### src/rtl/adder_pkg.sv
// Shared geometry for the pipelined carry-lookahead subtractor.
package adder_pkg;
  localparam int WIDTH      = 64;
  localparam int SLICE      = 16;
  localparam int NUM_STAGES = WIDTH / SLICE;
endpackage

### src/rtl/cla16_slice.sv
// Combinational 16-bit carry-lookahead adder: 4-bit groups with a second
// lookahead level across the four group carries.
module cla16_slice
  import adder_pkg::*;
(
  input  logic [SLICE-1:0] a,
  input  logic [SLICE-1:0] b,
  input  logic             cin,
  output logic [SLICE-1:0] sum,
  output logic             cout
);

  logic [15:0] w_g;
  logic [15:0] w_p;
  logic [15:0] w_c;
  logic [3:0]  w_gg;
  logic [3:0]  w_gp;
  logic [4:0]  w_gc;

  always_comb begin
    w_g = a & b;
    w_p = a ^ b;
    for (int j = 0; j < 4; j++) begin
      w_gg[j] = w_g[4*j+3]
              | (w_p[4*j+3] & w_g[4*j+2])
              | ((&w_p[4*j+2 +: 2]) & w_g[4*j+1])
              | ((&w_p[4*j+1 +: 3]) & w_g[4*j]);
      w_gp[j] = &w_p[4*j +: 4];
    end
    w_gc[0] = cin;
    w_gc[1] = w_gg[0] | (w_gp[0] & cin);
    w_gc[2] = w_gg[1] | (w_gp[1] & w_gg[0]) | ((&w_gp[1:0]) & cin);
    w_gc[3] = w_gg[2] | (w_gp[2] & w_gg[1]) | ((&w_gp[2:1]) & w_gg[0])
            | ((&w_gp[2:0]) & cin);
    w_gc[4] = w_gg[3] | (w_gp[3] & w_gg[2]) | ((&w_gp[3:2]) & w_gg[1])
            | ((&w_gp[3:1]) & w_gg[0]) | ((&w_gp) & cin);
    // Bit carries inside each group are derived from that group's carry-in.
    for (int j = 0; j < 4; j++) begin
      w_c[4*j]   = w_gc[j];
      w_c[4*j+1] = w_g[4*j] | (w_p[4*j] & w_gc[j]);
      w_c[4*j+2] = w_g[4*j+1] | (w_p[4*j+1] & w_g[4*j])
                 | (w_p[4*j+1] & w_p[4*j] & w_gc[j]);
      w_c[4*j+3] = w_g[4*j+2] | (w_p[4*j+2] & w_g[4*j+1])
                 | (w_p[4*j+2] & w_p[4*j+1] & w_g[4*j])
                 | (w_p[4*j+2] & w_p[4*j+1] & w_p[4*j] & w_gc[j]);
    end
  end

  assign sum  = w_p ^ w_c;
  assign cout = w_gc[4];

endmodule

### src/rtl/cla_pipelined_subtractor.sv
// 64-bit unsigned subtractor, one 16-bit lookahead slice resolved per stage,
// valid/ready handshake with per-stage bubble collapse.
module cla_pipelined_subtractor #(
  parameter int WIDTH = adder_pkg::WIDTH,
  parameter int SLICE = adder_pkg::SLICE
) (
  input  logic             clk,
  input  logic             rst_n,
  input  logic             in_valid,
  output logic             in_ready,
  input  logic [WIDTH-1:0] sayi1,
  input  logic [WIDTH-1:0] sayi2,
  output logic             out_valid,
  input  logic             out_ready,
  output logic [WIDTH-1:0] fark,
  output logic             borrow,
  output logic             zero
);

  localparam int STAGES = WIDTH / SLICE;

  // Token: operands (b already inverted), partially assembled result, carry.
  typedef struct packed {
    logic [WIDTH-1:0] a;
    logic [WIDTH-1:0] b;
    logic [WIDTH-1:0] r;
    logic             c;
  } stage_t;

  stage_t [STAGES-1:0]            w_src;
  stage_t [STAGES-1:0]            w_nxt;
  logic   [STAGES-1:0][SLICE-1:0] w_sum;
  logic   [STAGES-1:0]            w_cout;
  logic   [STAGES-1:0]            w_load;
  logic                           w_unused_ab;

  stage_t [STAGES-2:0]            r_stg;
  logic   [STAGES-2:0]            r_vld;
  logic                           r_out_vld;
  logic   [WIDTH-1:0]             r_fark;
  logic                           r_borrow;
  logic                           r_zero;

  always_comb begin
    w_src[0].a = sayi1;
    w_src[0].b = ~sayi2;
    w_src[0].r = '0;
    w_src[0].c = 1'b1;
    for (int k = 1; k < STAGES; k++) begin
      w_src[k] = r_stg[k-1];
    end
  end

  for (genvar k = 0; k < STAGES; k++) begin : g_slice
    cla16_slice u_slice (
      .a    (w_src[k].a[k*SLICE +: SLICE]),
      .b    (w_src[k].b[k*SLICE +: SLICE]),
      .cin  (w_src[k].c),
      .sum  (w_sum[k]),
      .cout (w_cout[k])
    );
  end

  always_comb begin
    for (int k = 0; k < STAGES; k++) begin
      w_nxt[k]                     = w_src[k];
      w_nxt[k].r[k*SLICE +: SLICE] = w_sum[k];
      w_nxt[k].c                   = w_cout[k];
    end
  end

  // A stage may load when it is empty or its occupant moves on this cycle.
  always_comb begin
    w_load[STAGES-1] = !r_out_vld || out_ready;
    for (int k = STAGES - 2; k >= 0; k--) begin
      w_load[k] = !r_vld[k] || w_load[k+1];
    end
  end

  assign w_unused_ab = ^{w_nxt[STAGES-1].a, w_nxt[STAGES-1].b};

  // ---- stage boundary: valids and output stage (reset) ----
  always_ff @(posedge clk or negedge rst_n) begin
    if (!rst_n) begin
      r_vld     <= '0;
      r_out_vld <= 1'b0;
      r_fark    <= '0;
      r_borrow  <= 1'b0;
      r_zero    <= 1'b0;
    end else begin
      if (w_load[0]) r_vld[0] <= in_valid;
      for (int k = 1; k < STAGES - 1; k++) begin
        if (w_load[k]) r_vld[k] <= r_vld[k-1];
      end
      if (w_load[STAGES-1]) begin
        r_out_vld <= r_vld[STAGES-2];
        if (r_vld[STAGES-2]) begin
          r_fark   <= w_nxt[STAGES-1].r;
          r_borrow <= ~w_nxt[STAGES-1].c;
          r_zero   <= (w_nxt[STAGES-1].r == '0);
        end
      end
    end
  end

  // ---- stage boundary: intermediate token data (no reset) ----
  always_ff @(posedge clk) begin
    if (w_load[0] && in_valid) r_stg[0] <= w_nxt[0];
    for (int k = 1; k < STAGES - 1; k++) begin
      if (w_load[k] && r_vld[k-1]) r_stg[k] <= w_nxt[k];
    end
  end

  assign in_ready  = w_load[0];
  assign out_valid = r_out_vld;
  assign fark      = r_fark;
  assign borrow    = r_borrow;
  assign zero      = r_zero;

endmodule

### config.mk
export PLATFORM = sky130hd
export DESIGN_NAME = cla_pipelined_subtractor
export DESIGN_NICKNAME = d
export VERILOG_FILES = /design/src/rtl/adder_pkg.sv /design/src/rtl/cla16_slice.sv /design/src/rtl/cla_pipelined_subtractor.sv
export SDC_FILE = /design/constraint.sdc
export NUM_CORES = 1
export LEC_CHECK = 0
export CAP_MARGIN = 20
export CORE_ASPECT_RATIO = 0.75
export CORE_MARGIN = 2
export CORE_UTILIZATION = 40
export DETAILED_ROUTE_END_ITERATION = 7
export MAX_ROUTING_LAYER = met4
export PLACE_DENSITY_LB_ADDON = 0.2
export SLEW_MARGIN = 30
export SYNTH_ARGS = -nofsm -noshare
export SYNTH_HDL_FRONTEND = slang
export SYNTH_SLANG_ARGS = --single-unit
### constraint.sdc
create_clock -name clk -period 4 [get_ports clk]
set_input_delay 0.4 -clock clk [delete_from_list [all_inputs] [get_ports clk]]
set_output_delay 0.4 -clock clk [all_outputs]
set_load 0.01 [all_outputs]
# --- After elaboration in Yosys (flattened, before gate mapping) ---
# Cells that the tools add are included.
totals:
  input_bits: 132
  word_cells: 527
  regBits: 553
op_classes:
  n_reduce_logical: 85
  n_bitwise: 423
op_table:
  columns: ["op", "count"]
  rows:
  - ["$and 1x1->1", 225]
  - ["$or 1x1->1", 184]
  - ["$xor 16x16->16", 8]
  - ["$reduce_and 12->1", 8]
  - ["$reduce_and 8->1", 12]
  - ["$and 16x16->16", 4]
  - ["$logic_not 64->1", 1]
  - ["$not 64->64", 1]
  - ["$reduce_and 16->1", 4]
  - ["$reduce_and 4->1", 16]
  - ["$reduce_and 3->1", 16]
  - ["$reduce_and 2->1", 17]
  - ["$logic_not 1->1", 4]
  - ["$logic_or 1x1->1", 4]
  - ["$logic_and 1x1->1", 3]
  - ["$not 1->1", 1]

# --- Longest topological paths before layout ---
logic_depth:
  ltp_word: 13
  mapped_depth: 14

# --- Cells and area by module ---
# Synthesis repeated with hierarchy kept, for this count alone.
unflattened:
  cells_unflattened: 886
  area_unflattened_um2: 14845.5
modules_own_cells:
  columns: ["mod", "cells_each", "instances", "area_each_um2", "seq_area_each_um2"]
  rows:
  - ["cla_pipelined_subtractor", 534, 1, 11848.9, 10490.1]
  - ["cla16_slice (g_slice[0].u_slice ...)", 93, 2, 774.5, 0.0]
  - ["cla16_slice (g_slice[2].u_slice)", 92, 1, 797.0, 0.0]
  - ["cla16_slice (g_slice[3].u_slice)", 74, 1, 650.6, 0.0]

# --- Worst setup path before layout ---
# Ideal clock, no wire load.
synth_path:
  path_type: "register -> register"
  start: "register r_out_vld (netlist: out_valid)"
  end: "register r_stg[0] (netlist bit), enable pin"
  path_buffers: 0
  slack_ps: 131
  period_less_slack_ps: 3869
  path_stages_with_launch: 4
  arrival_time_ps: 3384
  cell_sequence: "dfrtp_1 nor2b_1 nand4_1 and2_1"
synth_via:
  elab_chain_len: 6
synth_rtl:
  columns: ["item", "line_no", "rtl"]
  rows:
  - ["from (decl)", "cla_pipelined_subtractor.sv:39", "logic r_out_vld;"]
  - ["from (signal assigned)", "cla_pipelined_subtractor.sv:96", "r_out_vld <= r_vld[STAGES-2];"]
  - ["$logic_not 1->1", "cla_pipelined_subtractor.sv:74", "w_load[STAGES-1] = !r_out_vld || out_ready;"]
  - ["$logic_or 1x1->1", "cla_pipelined_subtractor.sv:74", null]
  - ["$logic_or 1x1->1 (3 in a row)", "cla_pipelined_subtractor.sv:76", "w_load[k] = !r_vld[k] || w_load[k+1];"]
  - ["net in_ready", "cla_pipelined_subtractor.sv:10", "output logic in_ready,"]
  - ["$logic_and 1x1->1", "cla_pipelined_subtractor.sv:108", "if (w_load[0] && in_valid) r_stg[0] <= w_nxt[0];"]
  - ["to (signal, indexed assignment)", "cla_pipelined_subtractor.sv:110", "if (w_load[k] && r_vld[k-1]) r_stg[k] <= w_nxt[k];"]
  - ["to (decl)", "cla_pipelined_subtractor.sv:37", "stage_t [STAGES-2:0] r_stg;"]
# The timed path passes the listed nets, and every way through them passes these cells.
# A chain may end at the register's enable or synchronous reset.

# --- Final worst setup path ---
layout_path:
  start: "register r_stg[503] (netlist bit)"
  end: "register r_zero (netlist: zero)"
layout_via:
  elab_cells_between_ends: 44
  cone_classes: "bitwise (39); reduce/logical (5)"
layout_rtl:
  columns: ["item", "line_no", "rtl"]
  rows:
  - ["$and 16x16->16", "cla16_slice.sv:21", "w_g = a & b;"]
  - ["$and 1x1->1", "cla16_slice.sv:27", "| ((&w_p[4*j+1 +: 3]) & w_g[4*j]);"]
  - ["$or 1x1->1", "cla16_slice.sv:27", null]
  - ["$and 1x1->1", "cla16_slice.sv:33", "w_gc[3] = w_gg[2] | (w_gp[2] & w_gg[1]) | ((&w_gp[2:1]) & w_gg[0])"]
  - ["$or 1x1->1 (2 in a row)", "cla16_slice.sv:33", null]
  - ["$or 1x1->1 *", "cla16_slice.sv:34", "| ((&w_gp[2:0]) & cin);"]
  - ["$xor 16x16->16 *", "cla16_slice.sv:49", "assign sum = w_p ^ w_c;"]
  - ["net g_slice[3].u_slice.sum[12]", "cla16_slice.sv:9", "output logic [SLICE-1:0] sum,"]
  - ["$logic_not 64->1 *", "cla_pipelined_subtractor.sv:100", "r_zero <= (w_nxt[STAGES-1].r == '0);"]
  - ["to (signal assigned)", "cla_pipelined_subtractor.sv:100", null]
  - ["to (decl)", "cla_pipelined_subtractor.sv:42", "logic r_zero;"]
# The timed path passes the listed nets; every way through them passes the cells marked *.

==> run metrics <==
status=finished clean; Core ar.=0.0349 mm²; clock share of power=33.4%; max-cap check violation count=0; Hold Vio Cnt, Final=0; setup TNS=0 ns; Reg power frac=48.3%; GPL Wtd Cong=0.828; Port Buffers=199; Final ANT Viol Nets=0; post-layout minimum cycle time=3.66 ns; Post-Layout Cell Count=1583; Net Sw Frac=25.0%; dominant synthesized flop cell=edfxtp_1; final WL=27.1 mm; Pleak=7.06 nW; Worst setup EP type=register; Die Area=0.0373 mm²; Int Pwr=7.88 mW; Worst Tran Pin Value=0.838 ns; warnings from Yosys=0; drt initial violations=484; htree depth=2; initial antenna violation count=1; starting density of the core=40.9%; CP required=4.45 ns; dpl ws=0.381 ns; RR Startpoint=r_stg[503]; WL/cell=17.1 µm; Post-DP HPWL=18.6 mm; Hold Crit Class=input port to register; Via-to-Cell Ratio=4.71; hold depth=2; period utilization=91.6%; FP Rows=59; Gate Count Post-Synth=862; CTS buffer count=37; Final setup viols=0; clock tree buffer depth=3; Pwr per Cell Area=578 mW/mm²; largest net degree at the start of global routing=80; Die Y=168 µm; area grow syn2layout=27.3%; Post-synth EDFFs=291; Post-CTS Setup Inserts=0; Syn Area/Cell=16.6 µm²; most common cell after layout, fill and taps aside=edfxtp_1; critical path class=register to register; placed instance area=0.0169 mm²; worst r2r dst=zero; sequential share of the synthesized area=73.4%; CTS sink count=361; DR vias=7457; Worst VDD drop=0.260 mV; Final #Nets=1308; crit path max fanout=3; Final Max Tran Viols=0; final worst setup slack=0.337 ns; P_sw=2.63 mW; WP data arrival=4.11 ns; Synth Register Bits=361; Syn Nets=1074; CTS tree=built; First-pass DRT Iterations=4; reg-to-reg setup timing slack=0.34 ns; share of cells above drive strength 1=12.6%; # DRC=0; Die X=222 µm; Post-CTS Resized=0; global-route wire length before repair=41.6 mm; beginning of the worst hold path=sayi2[32]; most frequent cells in the layout=edfxtp_1, clkdlybuf4s50_1, inv_1; Max-slew headroom=43.6%; Congestion Overflow GR=0; Synth async-reset ratio=19.4%; vias in the first global route=7541; Root Buffer=clkbuf_16; Final Skew=0.0110 ns; unique cell type count in the Yosys netlist=52; RSZ-0062 raised after global routing=no; Worst Setup SP=r_stg[503]; worst reg2reg path depth=14; clock latency at the later pin of the worst-skew pair=0.52 ns; I/O pin cnt=200; fin area=0.0182 mm²; combinational share of power=18.3%; GRT Total Usage=15.1%; synthesized area=0.0143 mm²; hold worst-path end=r_stg[97]; max frequency=273 MHz; clock-pin slew on the worst setup and hold paths=0.07 ns; Startpoint Class=register; Placed Cells=1513
-- power groups by stage --
stage,Clock (mW),Sequential [mW],Combinational (mW)
after floorplan,0,5.18,0.899
after global routing,3.77,5.15,2.12
after global placement,0,5.14,1.94
after detailed placement,0,5.16,1.96
after CTS,3.63,5.09,1.97
final,3.51,5.08,1.93
-- layer usage --
layer	routed length (µm)	global-route usage [%]	share of wire, %	up-vias
met3	1780	4.44	6.6	37
met1	12300	19.7	46	3638
met5	0	-	0	-
li1	-	-	-	3620
met2	12500	23.1	46	162
met4	511	4.47	1.9	0
-- logic make-up after synthesis --
kind of cell / share of synthesized area, %
fa+ha+maj: 7.79
simple gates: 4.70
mux: 4.02
compound gates: 5.17
flops: 73.4
buf+inv: 2.76
xor+xnor: 2.15
-- Yosys cell counts (2+ instances only) --
| cell type | n | share of area (%) |
|---|---|---|
| o21ai_1 | 4 | 0.14 |
| a21o_1 | 18 | 0.95 |
| o21bai_1 | 3 | 0.16 |
| a21oi_1 | 17 | 0.60 |
| nor3_1 | 8 | 0.28 |
| o31ai_1 | 3 | 0.16 |
| xor2_1 | 10 | 0.61 |
| buf_1 | 5 | 0.13 |
| edfxtp_1 | 291 | 61 |
| o41ai_4 | 2 | 0.39 |
| inv_1 | 97 | 2.5 |
| or3_1 | 2 | 0.088 |
| fa_1 | 15 | 2.1 |
| o21a_1 | 4 | 0.21 |
| a31oi_1 | 4 | 0.18 |
| ha_1 | 65 | 5.7 |
| dfrtp_1 | 70 | 12 |
| or2b_1 | 2 | 0.11 |
| o21ai_0 | 21 | 0.74 |
| mux2_2 | 51 | 4.0 |
| nand2b_1 | 12 | 0.53 |
| nor4_1 | 14 | 0.61 |
| or2_2 | 5 | 0.22 |
| o21bai_2 | 2 | 0.16 |
| a22o_1 | 2 | 0.12 |
| nand2_1 | 31 | 0.81 |
| o221ai_2 | 2 | 0.21 |
| nor2_1 | 26 | 0.68 |
| nand4_1 | 11 | 0.48 |
| a31oi_2 | 2 | 0.18 |
| a31o_2 | 2 | 0.12 |
| nor2b_1 | 4 | 0.18 |
| clkbuf_1 | 3 | 0.079 |
| a211oi_1 | 2 | 0.11 |
| and2_1 | 9 | 0.39 |
| xnor2_1 | 25 | 1.5 |
| nand3_1 | 3 | 0.11 |
-- how the worst max path moves through the flow --
| stage | to | slack [ns] | cells past startpoint |
|---|---|---|---|
| finish | zero | 0.34 | 14 |
| global route | zero | 0.13 | 14 |
| CTS | zero | 0.33 | 14 |
| detailed placement | zero | 0.38 | 14 |
| global placement | zero | 0.53 | 14 |
| floorplan | r_stg[0] | 0.13 | 3 |
-- stage by stage --
step,power (mW),util (%),hold WS (ns)
2_1_floorplan,6.08,-,0.104
3_3_place_gp,7.08,48.4,0.401
3_5_place_dp,7.12,48.4,0.405
4_1_cts,10.7,52.1,0.380
5_1_grt,11.0,52.1,0.400
6_report,10.5,52.1,0.414
-- flip-flops by register name (all words and copies together) (netlist names) --
name,count
out_valid,1
fark,64
r_stg,291
borrow,1
zero,1
r_vld,3
-- worst max-delay path, stage by stage (launching register included) --
cell and delay (ns):
edfxtp_1 0.42, ha_1 0.36, a21o_1 0.19, a31o_2 0.25, a22oi_2 0.23, a211o_1 0.17, and2_1 0.14, nand2b_1 0.09
fa_1 0.47, nor4_1 0.23, nand4_1 0.14, or3_1 0.39, nor4_1 0.27, nand4b_1 0.13, o21ai_1 0.12
-- repair_timing --
item,CTS,global route
hold buffers,1,0
endpoints found under the setup margin,0,0
endpoints found under the hold margin,70,0
-- cell type report --
class | count | area [µm²]
fill | 2915 | 16700
clock buffer | 45 | 1020
multi-input combinational | 396 | 3440
clock inverter | 23 | 239
sequential | 361 | 10500
tap | 457 | 572
antenna | 1 | 2.50
timing repair buffer | 203 | 2060
inverter | 97 | 364
No activity file was read; power rests on OpenSTA's default activity.
